[src/rtl/vsu_op_requester_if.sv]
`default_nettype none
// ============================================================================
//  Module   : vsu_op_requester_if
//  Purpose  : Bundles the store-request handshake, the per-lane VRF read
//             request/grant bus, credit returns and completion status of the
//             VSU operand requester.
//  Modports : slave  - the requester itself (accepts store requests, drives
//                      lane read requests and status).
//             master - the environment (issues store requests, grants reads,
//                      returns credits, observes status).
//  Signals  : req_valid_i/req_ready_o/req_vs_i/req_vlB_i/req_insn_id_i,
//             rd_req_o/rd_vreg_o/rd_idx_o/rd_gnt_i, op_pop_i,
//             busy_o/done_o/done_insn_id_o (suffixes seen from the requester)
//  Revision : 1.0 - initial release
// ============================================================================
interface vsu_op_requester_if #(
   parameter int unsigned NrLane = 4,
   parameter int unsigned VlenW  = 16,
   parameter int unsigned IdW    = 3
);
   // store request
   logic                      req_valid_i;
   logic                      req_ready_o;
   logic [4:0]                req_vs_i;
   logic [VlenW-1:0]          req_vlB_i;
   logic [IdW-1:0]            req_insn_id_i;
   // lane reads
   logic [NrLane-1:0]         rd_req_o;
   logic [4:0]                rd_vreg_o;
   logic [NrLane*VlenW-1:0]   rd_idx_o;
   logic [NrLane-1:0]         rd_gnt_i;
   // credits and status
   logic [NrLane-1:0]         op_pop_i;
   logic                      busy_o;
   logic                      done_o;
   logic [IdW-1:0]            done_insn_id_o;

   modport slave (
      input  req_valid_i, req_vs_i, req_vlB_i, req_insn_id_i, rd_gnt_i, op_pop_i,
      output req_ready_o, rd_req_o, rd_vreg_o, rd_idx_o, busy_o, done_o, done_insn_id_o
   );

   modport master (
      output req_valid_i, req_vs_i, req_vlB_i, req_insn_id_i, rd_gnt_i, op_pop_i,
      input  req_ready_o, rd_req_o, rd_vreg_o, rd_idx_o, busy_o, done_o, done_insn_id_o
   );
endinterface
`default_nettype wire

[src/rtl/vsu_op_requester.sv]
`default_nettype none
// ============================================================================
//  Module   : vsu_op_requester
//  Purpose  : Turns a vector store instruction into per-lane VRF word reads.
//             Each lane reads words 0..N-1 (N = ceil(vlB / row bytes)) of the
//             source register, throttled by a per-lane credit counter that
//             mirrors free space in the VSU operand FIFO. Lanes advance
//             independently; completion is signalled once all lanes issued N.
//  Ports    : clk_i  - clock
//             rst_ni - asynchronous active-low reset
//             bus    - vsu_op_requester_if.slave (request, reads, credits,
//                      status)
//  Revision : 1.0 - initial release
// ============================================================================
module vsu_op_requester #(
   parameter int unsigned NrLane      = 4,
   parameter int unsigned WordB       = 8,
   parameter int unsigned CreditDepth = 4,
   parameter int unsigned VlenW       = 16,
   parameter int unsigned IdW         = 3
) (
   input  logic                clk_i,
   input  logic                rst_ni,
   vsu_op_requester_if.slave   bus
);

   localparam int unsigned RowB    = NrLane * WordB;
   localparam int unsigned CreditW = $clog2(CreditDepth + 1);

   localparam logic [0:0] ST_IDLE  = 1'b0;
   localparam logic [0:0] ST_ISSUE = 1'b1;

   logic [0:0]        r_state;
   logic [4:0]        r_vs;
   logic [VlenW-1:0]  r_n;
   logic [IdW-1:0]    r_id;

   logic [VlenW-1:0]  w_vlb_round;
   logic [VlenW-1:0]  w_n;
   logic [NrLane-1:0] w_lane_done;
   logic [NrLane-1:0] w_rd_req;
   logic [NrLane-1:0] w_fire;
   logic              w_issue;
   logic              w_complete;
   logic              w_ready;
   logic              w_accept;

   // Word count wraps in VlenW bits, like the rest of the length datapath.
   assign w_vlb_round = bus.req_vlB_i + VlenW'(RowB - 1);
   assign w_n         = w_vlb_round / VlenW'(RowB);

   assign w_issue    = (r_state == ST_ISSUE);
   // Completion looks only at registered counters, so the cycle after the
   // last grant is the completion cycle (and N=0 completes immediately).
   assign w_complete = w_issue && (&w_lane_done);
   assign w_ready    = (r_state == ST_IDLE) || w_complete;
   assign w_accept   = bus.req_valid_i && w_ready;

   assign bus.req_ready_o    = w_ready;
   assign bus.rd_req_o       = w_rd_req;
   assign bus.rd_vreg_o      = r_vs;
   assign bus.busy_o         = w_issue;
   assign bus.done_o         = w_complete;
   assign bus.done_insn_id_o = r_id;

   for (genvar i = 0; i < NrLane; i++) begin : g_lane
      logic [VlenW-1:0]   r_issued;
      logic [CreditW-1:0] r_credit;

      assign w_lane_done[i] = (r_issued == r_n);
      assign w_rd_req[i]    = w_issue && (r_issued < r_n) && (r_credit != '0);
      // A grant without a request has no effect.
      assign w_fire[i]      = w_rd_req[i] && bus.rd_gnt_i[i];
      assign bus.rd_idx_o[i*VlenW +: VlenW] = r_issued;

      // Acceptance never coincides with a fire: it happens in IDLE or in the
      // completion cycle, where no lane is requesting.
      always_ff @(posedge clk_i or negedge rst_ni) begin
         if (!rst_ni) begin
            r_issued <= '0;
         end else if (w_accept) begin
            r_issued <= '0;
         end else if (w_fire[i]) begin
            r_issued <= r_issued + VlenW'(1);
         end
      end

      // Credits survive instruction boundaries; only reset reloads them.
      always_ff @(posedge clk_i or negedge rst_ni) begin
         if (!rst_ni) begin
            r_credit <= CreditW'(CreditDepth);
         end else begin
            case ({bus.op_pop_i[i], w_fire[i]})
               2'b10: if (r_credit != CreditW'(CreditDepth)) r_credit <= r_credit + CreditW'(1);
               2'b01: r_credit <= r_credit - CreditW'(1);
               default: r_credit <= r_credit;
            endcase
         end
      end

      a_credit_overflow: assert property (@(posedge clk_i) disable iff (!rst_ni)
         !(bus.op_pop_i[i] && !w_fire[i] && (r_credit == CreditW'(CreditDepth))));
   end

   always_ff @(posedge clk_i or negedge rst_ni) begin
      if (!rst_ni) begin
         r_state <= ST_IDLE;
      end else if (w_accept) begin
         r_state <= ST_ISSUE;
      end else if (w_complete) begin
         r_state <= ST_IDLE;
      end
   end

   // Instruction context needs no reset: it is only observed in ISSUE.
   always_ff @(posedge clk_i) begin
      if (w_accept) begin
         r_vs <= bus.req_vs_i;
         r_n  <= w_n;
         r_id <= bus.req_insn_id_i;
      end
   end

endmodule
`default_nettype wire

[src/flat_wrapper.sv]
// flat-port wrapper written by rule: the top's interface ports become plain ports
module vsu_op_requester_flat 
#(
   parameter int unsigned NrLane      = 4,
   parameter int unsigned WordB       = 8,
   parameter int unsigned CreditDepth = 4,
   parameter int unsigned VlenW       = 16,
   parameter int unsigned IdW         = 3
)
  (clk_i, rst_ni, bus_req_valid_i, bus_req_vs_i, bus_req_vlB_i, bus_req_insn_id_i, bus_rd_gnt_i, bus_op_pop_i, bus_req_ready_o, bus_rd_req_o, bus_rd_vreg_o, bus_rd_idx_o, bus_busy_o, bus_done_o, bus_done_insn_id_o);
  vsu_op_requester_if #(.NrLane(NrLane), .VlenW(VlenW), .IdW(IdW)) bus_i ();
  input  logic clk_i;
  input  logic rst_ni;
  input wire logic [$bits(bus_i.req_valid_i)-1:0] bus_req_valid_i;
  input wire logic [$bits(bus_i.req_vs_i)-1:0] bus_req_vs_i;
  input wire logic [$bits(bus_i.req_vlB_i)-1:0] bus_req_vlB_i;
  input wire logic [$bits(bus_i.req_insn_id_i)-1:0] bus_req_insn_id_i;
  input wire logic [$bits(bus_i.rd_gnt_i)-1:0] bus_rd_gnt_i;
  input wire logic [$bits(bus_i.op_pop_i)-1:0] bus_op_pop_i;
  output wire logic [$bits(bus_i.req_ready_o)-1:0] bus_req_ready_o;
  output wire logic [$bits(bus_i.rd_req_o)-1:0] bus_rd_req_o;
  output wire logic [$bits(bus_i.rd_vreg_o)-1:0] bus_rd_vreg_o;
  output wire logic [$bits(bus_i.rd_idx_o)-1:0] bus_rd_idx_o;
  output wire logic [$bits(bus_i.busy_o)-1:0] bus_busy_o;
  output wire logic [$bits(bus_i.done_o)-1:0] bus_done_o;
  output wire logic [$bits(bus_i.done_insn_id_o)-1:0] bus_done_insn_id_o;
  assign bus_i.req_valid_i = bus_req_valid_i;
  assign bus_i.req_vs_i = bus_req_vs_i;
  assign bus_i.req_vlB_i = bus_req_vlB_i;
  assign bus_i.req_insn_id_i = bus_req_insn_id_i;
  assign bus_i.rd_gnt_i = bus_rd_gnt_i;
  assign bus_i.op_pop_i = bus_op_pop_i;
  assign bus_req_ready_o = bus_i.req_ready_o;
  assign bus_rd_req_o = bus_i.rd_req_o;
  assign bus_rd_vreg_o = bus_i.rd_vreg_o;
  assign bus_rd_idx_o = bus_i.rd_idx_o;
  assign bus_busy_o = bus_i.busy_o;
  assign bus_done_o = bus_i.done_o;
  assign bus_done_insn_id_o = bus_i.done_insn_id_o;
  vsu_op_requester #(.NrLane(NrLane), .WordB(WordB), .CreditDepth(CreditDepth), .VlenW(VlenW), .IdW(IdW)) u_core (.clk_i(clk_i), .rst_ni(rst_ni), .bus(bus_i));
endmodule
[config.mk]
export PLATFORM = sky130hd
export DESIGN_NAME = vsu_op_requester_flat
export DESIGN_NICKNAME = d
export VERILOG_FILES = /design/src/rtl/vsu_op_requester_if.sv /design/src/rtl/vsu_op_requester.sv /design/src/flat_wrapper.sv
export SDC_FILE = /design/constraint.sdc
export NUM_CORES = 1
export LEC_CHECK = 0
export BUFFER_PORTS_ARGS = -buffer_cell sky130_fd_sc_hd__buf_2
export CAP_MARGIN = 20
export CORE_ASPECT_RATIO = 1.5
export CORE_UTILIZATION = 30
export DETAILED_ROUTE_END_ITERATION = 16
export PLACE_DENSITY_LB_ADDON = 0.08
export SYNTH_ARGS = -nofsm -noshare
export SYNTH_HDL_FRONTEND = slang
export SYNTH_SLANG_ARGS = --single-unit
[constraint.sdc]
create_clock -name clk_i -period 3.95 [get_ports clk_i]
set_clock_uncertainty 0.05 [all_clocks]
set_input_delay 0.1975 -clock clk_i [delete_from_list [all_inputs] [get_ports clk_i]]
set_output_delay 0.1975 -clock clk_i [all_outputs]
set_load 0.02 [all_outputs]
==> results list <==
- Of all nets on the critical path, the largest fanout is 6.
* Run status: complete, no violations
* Area taken by multi-input logic gates: roughly 3200 um^2
* Starting density of the core: 30.9%
- Maximum vdd drop: 0.000215 V
- For this block, the initial DRC count from the detailed router was roughly 260.
- Synthesis produced a netlist with a net count of about 710.
- Count of final hold-check violations: 0
- Pwr Density: 487 nW/um^2
* Count of H-tree levels built during CTS: 3
* Antenna violations before repair: 0
- The setup path with the least slack is of type reg -> reg.
- Measured along the x axis, the die boundary spans 117 um.
- The floorplan has 62 rows.
* Core region area: a little under 20,000 um^2
- Using the TritonRoute via totals, the vias-per-cell ratio works out to 5.23.
- The clock period could shrink to ~3200 ps.
* Remaining routing DRC violations: 0
* Largest area contributor in the netlist: dfrtp_1
- For this block, the via count after detailed routing is about 5,300.
- Part of the Yosys area used for sequential elements: 41.9%
- Non-Filler Instances: between 1,000 and 1,500
- For the pin with the worst max-slew slack, the measured transition is 873 ps.
- The first global-routing pass estimated around 28 mm of wire.
- Sequential cell area: 2500 um^2
- In this run the biggest area consumer among cell types represents between 30% and 40% of the synthesized area.
* WL per Instance: between 15 and 20 um
- Endpoint class of the critical path: flip-flop
* Setup slack after layout: approximately 740 ps
* Clock tree from TritonCTS: built
- Flip-flop and latch count after synthesis: 96
* Endpoints failing setup: 0
- Register-to-register path setup slack: around 740 ps
* Total overflow reported by the global router: 0
- # nets final: ~830
- The analysis attributes to cell leakage a power of roughly 3.4 nW.
- Arrival time of data at the critical path endpoint: approximately 3500 ps
* Max-slew violations: 0
* Period utilisation layout: 81.3%
- Buffers on Ports: 113
* Routed Wire Length: ~17 mm
* Die area: 20,500 um^2
- Leading cell type by number of instances after synthesis: dfrtp_1
* Remaining max-slew budget at the tightest pin: ~41%
- Worst R2R Path Depth: 12
* Largest cells by area after synthesis: dfrtp_1 31%, ha_1 10%, edfxtp_1 9.6%
* Mapped cell area: around 6000 um^2
- MaxCap Viol Count: 0
* CP required: 4190 ps
- In the final layout, the share of cells above drive strength 1 is roughly a fifth.
- CTS saw 96 sinks.
- Counting tap cells, the placed design contains a total of 980 instances.
- Kind of start point of the critical path: flip-flop
- Setup slack at placement: ~710 ps
* Cell types with the highest counts after synthesis: 73 x dfrtp_1, 55 x a21oi_1, 48 x ha_1
* Yosys warns: 0
* Source-to-sink clock delay at the later pin of the worst-skew pair: between 300 and 400 ps
- Averaged over all synthesized cells, the footprint is roughly 9.6 um^2.
- Achievable frequency: between 300 and 400 MHz
- Hold timing on the final database bottoms out at a slack of between 20 and 30 ps.
- Entering global routing, the biggest net connects 43 pins.
- The path class of the tightest hold or removal check is in -> reg.
- Number of flops mapped to enable cells by yosys: 19
- Synthesis-to-finish area growth: 20.6%
- Routability congestion estimate from global placement: 0.822
- Antenna diode instance count: 0
* Top_reg_cell synth: dfrtp_1
- Clock root buffer master: clkbuf_16
* Vertical die dimension: 175 um
* Fraction of registers with async set/reset: around four fifths
- After clock tree synthesis, the clock-pin slew on the worst setup and hold paths is about 80 ps.
- Count of different cell masters after synthesis: 61
- For this run, the total global-route usage over all layers was measured as between 10% and 20%.
- RSZ-0062 raised after global routing: no
- In this run the count of I/O pins placed on the die edge is about 110.
- Fill cells in the final layout number 1,964.
- Detailed Routing Iterations Pass 1: 4
* Number of cells produced by synthesis: about 630
- Number of global-route vias before repair: between 5,000 and 6,000
- For the final routed database, the setup TNS stands at 0 ps.
- After legalization and detailed placement, the total HPWL measured between 10 and 15 mm.
- Remaining antenna violation count after routing: 0
- Number of buffers created by CTS: 9
- The worst hold path passes through 2 cells.
- Max clock buf depth: 2
-- cell usage in the layout (no fill, tap or decap), drive strengths merged, types with 21 or more instances in the layout --
master	count
buf	119
nand3	32
nand2	43
nor2	28
a21oi	55
ha	48
o21ai	30
inv	44
dfrtp	73
nand4	21
or4	21
-- critical path, cell delays in order (launching register included) --
cell	delay (ps)
dfrtp_1	400
or4_1	590
nor4_1	400
a21boi_0	470
nor4b_1	100
buf_4	180
nand2b_1	80
fa_1	200
inv_1	70
or3_1	330
o21ai_0	70
mux2_2	170
a21oi_1	40
-- area by class of cell --
class	count	area share [%]
Timing Repair Buffer	128	9.76
Tap cell	256	4.45
Sequential cell	96	34.7
Inverter	42	2.19
Clock inverter	5	0.521
Clock buffer	11	3.53
Multi-Input combinational cell	467	44.8
-- sequential cells by signal (all words and copies together) (netlist names) --
name,flops
u_core.bus.busy_o,1
u_core.bus.done_insn_id_o,3
u_core.bus.rd_vreg_o,5
u_core.g_lane.r_credit,12
u_core.g_lane.r_issued,64
u_core.r_n,11
-- stage by stage --
| stage | power, mW | util, % | instance area, um^2 |
|---|---|---|---|
| finish | 3.51 | 37.3 | 7200 |
| global route | 3.75 | 37.3 | 7200 |
| CTS | 3.55 | 37.3 | 7200 |
| detailed placement | 2.64 | 35.3 | 6820 |
| global placement | 2.60 | 35.3 | 6820 |
| floorplan | 2.22 | - | 5970 |
-- worst paths after layout --
kind                                          startpoint                             to
min                                      bus_op_pop_i[2]   u_core.g_lane[2].r_credit[2]
min in group asynchronous                         rst_ni   u_core.g_lane[0].r_issued[4]
min reg2reg                u_core.g_lane[2].r_issued[15]  u_core.g_lane[2].r_issued[15]
max in group asynchronous                         rst_ni   u_core.g_lane[1].r_issued[9]
max reg2reg                u_core.g_lane[2].r_issued[12]   u_core.g_lane[2].r_credit[2]
max                        u_core.g_lane[2].r_issued[12]   u_core.g_lane[2].r_credit[2]
-- cell families (layout without fill, tap and decap cells) --
group | count (synthesis) | count (layout) | share of synthesized area [%]
xor+xnor | 20 | 20 | 2.93
mux | 8 | 8 | 1.40
simple gates | 242 | 242 | 22.9
fa+ha+maj | 52 | 52 | 11.4
buf+inv | 62 | 186 | 4.04
flops | 96 | 96 | 41.9
compound gates | 145 | 145 | 15.4
-- report_power, final --
group | total [mW] | internal, mW | switching [mW] | leakage, nW
sequential | 1.44 | 1.18 | 0.258 | 1.15
clock | 0.891 | 0.471 | 0.421 | 0.146
combinational | 1.18 | 0.486 | 0.690 | 2.09
total | 3.51 | 2.14 | 1.37 | 3.39
-- layer usage --
| layer | part of all wire, % | global-route usage (%) | up-vias |
|---|---|---|---|
| met5 | 0 | 0 | - |
| met4 | 3.3 | 8.60 | 0 |
| met3 | 4.0 | 2.50 | 27 |
| met2 | 49 | 30.0 | 138 |
| met1 | 44 | 22.3 | 2539 |
| li1 | - | - | 2557 |
-- what timing repair did --
| action | CTS | global route |
|---|---|---|
| buffers inserted | 0 | 0 |
| endpoints found under the setup margin | 0 | 0 |
| hold buffers | 9 | 0 |
| hold endpoints to repair | 41 | 0 |
| gates resized for setup | 0 | 0 |
Note: power is estimated with default switching activity, not from simulation.
